File: src/rtl/ika2151.sv
// ika2151: host-bus front end and timing core of the IKA2151 FM synthesizer.
// Derives phi1, runs the 32-slot cycle counter, and owns the register file and busy flag.
`default_nettype none

module ika2151 #(
   parameter int BUSY_CYCLES = 64
) (
   input  logic       i_EMUCLK,
   input  logic       i_IC,
   input  logic       i_phiM_PCEN_n,
   output logic       o_phi1,
   input  logic       i_CS_n,
   input  logic       i_RD_n,
   input  logic       i_WR_n,
   input  logic       i_A0,
   input  logic [7:0] i_D,
   output logic [7:0] o_D,
   output logic       o_CTRL_OE_n,
   output logic       o_SH1,
   output logic       o_SH2,
   input  logic [7:0] i_DBG_ADDR,
   output logic [7:0] o_DBG_DATA
);

   localparam int BW = $clog2(BUSY_CYCLES + 1);

   logic          phi1;
   logic [4:0]    cycle_cnt;
   logic          phi1_rise;
   logic [1:0]    cs_sync;
   logic [1:0]    wr_sync;
   logic [1:0]    rd_sync;
   logic [1:0]    a0_sync;
   logic [7:0]    d_sync0;
   logic [7:0]    d_sync1;
   logic          wr_active;
   logic          wr_prev;
   logic          wr_take;
   logic          rd_active;
   logic [7:0]    addr_latch;
   logic          busy;
   logic [BW-1:0] busy_cnt;
   logic [7:0]    regs [256];

   assign phi1_rise = ~i_phiM_PCEN_n & ~phi1;

   always_ff @(posedge i_EMUCLK) begin
      if (i_IC) begin
         phi1      <= 1'b0;
         cycle_cnt <= 5'd0;
         o_SH1     <= 1'b0;
         o_SH2     <= 1'b0;
      end else begin
         if (!i_phiM_PCEN_n) phi1 <= ~phi1;
         if (phi1_rise) cycle_cnt <= cycle_cnt + 5'd1;
         o_SH1 <= (cycle_cnt[4:3] == 2'b00);
         o_SH2 <= (cycle_cnt[4:3] == 2'b10);
      end
   end

   // Write strobe chain resets to "asserted" so a strobe held across reset release
   // never looks like a fresh rising edge; the read chain resets to idle.
   always_ff @(posedge i_EMUCLK) begin
      if (i_IC) begin
         cs_sync <= 2'b00;
         wr_sync <= 2'b00;
         rd_sync <= 2'b11;
         a0_sync <= 2'b00;
         d_sync0 <= 8'h00;
         d_sync1 <= 8'h00;
         wr_prev <= 1'b1;
      end else begin
         cs_sync <= {cs_sync[0], i_CS_n};
         wr_sync <= {wr_sync[0], i_WR_n};
         rd_sync <= {rd_sync[0], i_RD_n};
         a0_sync <= {a0_sync[0], i_A0};
         d_sync0 <= i_D;
         d_sync1 <= d_sync0;
         wr_prev <= wr_active;
      end
   end

   assign wr_active = ~cs_sync[1] & ~wr_sync[1];
   assign rd_active = ~cs_sync[1] & ~rd_sync[1];
   assign wr_take   = wr_active & ~wr_prev;

   always_ff @(posedge i_EMUCLK) begin
      if (i_IC) begin
         addr_latch <= 8'h00;
         busy       <= 1'b0;
         busy_cnt   <= '0;
         for (int i = 0; i < 256; i++) regs[i] <= 8'h00;
      end else begin
         if (wr_take && !a0_sync[1]) addr_latch <= d_sync1;
         if (wr_take && a0_sync[1] && !busy) begin
            regs[addr_latch] <= d_sync1;
            busy             <= 1'b1;
            busy_cnt         <= BUSY_CYCLES[BW-1:0];
         end else if (busy && phi1_rise) begin
            if (busy_cnt == BW'(1)) begin
               busy     <= 1'b0;
               busy_cnt <= '0;
            end else begin
               busy_cnt <= busy_cnt - BW'(1);
            end
         end
      end
   end

   always_ff @(posedge i_EMUCLK) begin
      if (i_IC)           o_D <= 8'h00;
      else if (rd_active) o_D <= {busy, 7'b000_0000};
   end

   assign o_phi1      = phi1;
   assign o_CTRL_OE_n = ~rd_active;
   assign o_DBG_DATA  = regs[i_DBG_ADDR];

endmodule

`default_nettype wire

File: config.mk
export PLATFORM = sky130hd
export DESIGN_NAME = ika2151
export DESIGN_NICKNAME = d
export VERILOG_FILES = /design/src/rtl/ika2151.sv
export SDC_FILE = /design/constraint.sdc
export NUM_CORES = 2
export LEC_CHECK = 0
export ABC_AREA = 1
export BUFFER_PORTS_ARGS = -buffer_cell sky130_fd_sc_hd__buf_2
export CAP_MARGIN = 10
export CORE_MARGIN = 1.5
export CORE_UTILIZATION = 50
export DETAILED_ROUTE_END_ITERATION = 16
export GPL_ROUTABILITY_DRIVEN = 0
export HOLD_SLACK_MARGIN = 0.05
export MAX_ROUTING_LAYER = met4
export PLACE_DENSITY = 0.7
export SLEW_MARGIN = 10
export SYNTH_ARGS = -nofsm -noshare
export SYNTH_HDL_FRONTEND = slang
export SYNTH_SLANG_ARGS = --single-unit
File: constraint.sdc
create_clock -name i_EMUCLK -period 2 [get_ports i_EMUCLK]
set_input_delay 0.3 -clock i_EMUCLK [delete_from_list [all_inputs] [get_ports i_EMUCLK]]
set_output_delay 0.3 -clock i_EMUCLK [all_outputs]
set_load 0.05 [all_outputs]
==> results.cfg <==
[logic_synthesis]
synthTopCellsByArea = edfxtp_1, nand3_1, nand2_1
postSynthAreaPerCell_um2 = 9.709
synth_top_area_cell = edfxtp_1
synth.most_common_cell = nand2_1
syn-cell-area_mm2 = 0.09457
synth-edff-count = 2048
async_flop_share = 0
postSynthCellCount = 9740
ys.flop_type = edfxtp_1
yosysSeqAreaShare = 0.6609
synth_commonest_cells = nand2_1, nor2_1, edfxtp_1
yosysTopAreaCellShare = 0.6503
yosysWarnings = 0
ys_ff_latch = 2098
synthDistinctLibCells = 28

[power]
p_total_w = 0.09906
power_density_mw_per_mm2 = 830.5
peakVddDrop_mv = 0.8073
cellLeakagePower_nw = 44.04

[floorplan]
ios = 43
die_h_um = 437.9
core_mm2 = 0.1878
std_cell_rows = 159
initial_core_util = 0.5035
design.die.area_mm2 = 0.1917
fp.dieW_um = 437.9

[critical_path]
worst_path_max_delay_cell = edfxtp_1
critPathBufInv = 1
cp_max_fo = 1
cp_common_cell = nand3_1
path_delay_family = simple AND/OR/NAND/NOR gates
start_kind = flip-flop
critPathLaunch = regs[239][6]
worstReg2RegStart = cs_sync[1]
cp.required_ps = 1700
crit_arrival_ps = 2480
critPathKind = reg2out
endpoint_kind = primary output
critPathMaxStageDelay_ps = 360
critical_path.cell_chain = nand2_1 > nand3_1 > nand3_1 > nand3_1 > nand3_1 > nand3_1 > nand3_1 > nand2_1 > nand2_2 > nand2_4 > buf_12

[drt]
ant_nets = 0
wl_um = 298400
drtPass1Iterations = 9
via_per_inst = 5.953
drc = 0
first_iter_violations = 11290
routedWlPerCell_um = 23.25
vias = 76400

[sta]
period_share = 1.392
fin_crit_ps = 2784
clock.fmax_mhz = 359.2
slew_headroom = 0.4213
final.setup.worst_slack_ps = -783.6
hold_viol = 0
setup_viol = 3694
rsz0062_at_grt = true
skew_ps = 52.79
slew_violations = 0
max_slew.worst_pin.slew_ps = 867.1

[outcome]
violations = setup timing
outcome = complete, but fails checks

[cts]
clock-root-buffer = clkbuf_16
cts_max_level = 4
clk_pin_slew_ps = 60
cts_buffers = 211
clk_path_buf_depth = 3
cts_sinks = 2098
worstSkewPairLatency_ps = 880
cts_tree = yes

[place]
dpl.hpwl_um = 185700
placed_cell_area_mm2 = 0.1055
placed_cells = 12360
portBuffers = 35

[hold_path]
hold_path_class = in2reg
holdCritStartpoint = i_RD_n

[global_route]
antenna_found_initial = 5
grt_max_degree = 62
grt_pass1_wl_um = 441000
grt_usage = 0.3125
overflow = 0
grt_pass1_vias = 73400

[cells_and_area]
final_cells = 12830
fin_area_mm2 = 0.1193
syn2layout_area_growth_pct = 26.14
finalNetCount = 10180
drive_above_1_share = 0.2189
utilization = 0.6352
num-fill-cells = 13940

[flow_run]
cap_violations = 0
-- state kept, by name (all words and copies together), names as in the netlist --
name,cells
a0_sync,2
addr_latch,8
busy,1
busy_cnt,7
cs_sync,2
cycle_cnt,5
d_sync0,8
d_sync1,8
o_D,1
o_SH1,1
o_SH2,1
o_phi1,1
rd_sync,2
regs,2048
wr_prev,1
wr_sync,2
-- worst register-to-register path: stages (launching register included) --
cell	delay [ps]
dfxtp_2	330
nor2_4	130
nand3_4	100
nor2_4	130
nand2_4	120
buf_12	180
buf_6	120
nor3_4	180
buf_6	180
buf_16	170
buf_12	130
nand2_8	60
buf_4	170
nor2_1	160
-- routing by layer --
| layer | up-vias | GRT usage | part of all wire |
|---|---|---|---|
| met2 | 4773 | 0.4837 | 0.47 |
| met5 | - | - | 0 |
| li1 | 33840 | - | - |
| met3 | 861 | 0.04923 | 0.11 |
| met4 | 0 | 0.1571 | 0.057 |
| met1 | 36920 | 0.4017 | 0.36 |
-- path summary, 6_finish.rpt --
path,depth (start not counted),slack (ps),to
worst max-delay path,11,-780,o_DBG_DATA[6]
worst min-delay path,3,160,rd_sync[0]
worst max register to register,13,-340,regs[13][5]
worst min register to register,2,390,cs_sync[1]
-- logic make-up (layout without fill, tap and decap cells) --
| logic type | Yosys count | count (layout) | share of synthesized area |
|---|---|---|---|
| and+or+nand+nor | 6793 | 6793 | 0.3015 |
| other | 1 | 9 | 0.00003965 |
| adders and majority gates | 3 | 3 | 0.0003970 |
| buffers and inverters | 809 | 1400 | 0.03496 |
| xor gates and xnor gates | 6 | 6 | 0.0005557 |
| DFF | 2098 | 2098 | 0.6609 |
| AOI/OAI and AO/OA | 30 | 30 | 0.001588 |
-- layout make-up --
type	instances	area, um^2	share of cell area
antenna	2	5.005	0.00004196
clock buffer	283	5713	0.04789
clock inverter	111	1110	0.009304
inverter	62	344.1	0.002884
multi-input combinational	6839	34970	0.2931
sequential	2098	62500	0.5240
tap	2495	3122	0.02617
timing repair buffer	944	11520	0.09660
-- cells in the final DEF (no fill, tap or decap), types with 8 or more instances in the layout --
cell / n
buf_4: 532
dlygate4sd3_1: 24
a21oi_1: 15
o21ai_0: 15
nand2_8: 69
edfxtp_1: 2048
nand2_4: 99
nor2_2: 16
inv_1: 41
clkbuf_8: 12
bufinv_16: 14
clkbuf_16: 216
dfxtp_1: 48
nand2_1: 2216
nor2_1: 2096
buf_6: 38
clkinv_1: 50
inv_8: 11
nor2_4: 11
nand3_4: 124
nor3_4: 17
nand3_2: 460
clkbuf_1: 58
buf_2: 23
nand2_2: 234
clkinv_2: 27
inv_2: 8
nand3_1: 1437
buf_16: 21
buf_12: 291
-- timing repair --
action                                  in CTS  in global routing
cloned                                      14                  3
hold endpoints to repair                    34                  0
hold buffers                                24                  0
setup buffers                               36                 26
endpoints found under the setup margin    3741               4037
pin swaps                                  191                175
gates resized for setup                    704                478
-- per-stage QoR --
stage | hold WS, ps | setup TNS (ps) | setup WS [ps]
CTS | 97.25 | -450880 | -763.0
detailed placement | 403.3 | -304750 | -1061
global placement | 390.7 | -332300 | -1045
finish | 164.7 | -587270 | -783.6
floorplan | 388.3 | -748.7 | -64.73
global route | 153.6 | -825780 | -833.8
-- report_power, final --
part           switching (W)  internal, W
sequential          0.000486       0.0495
combinational        0.00662      0.00319
clock                 0.0173       0.0219
Power figures use the tool's default switching activity.
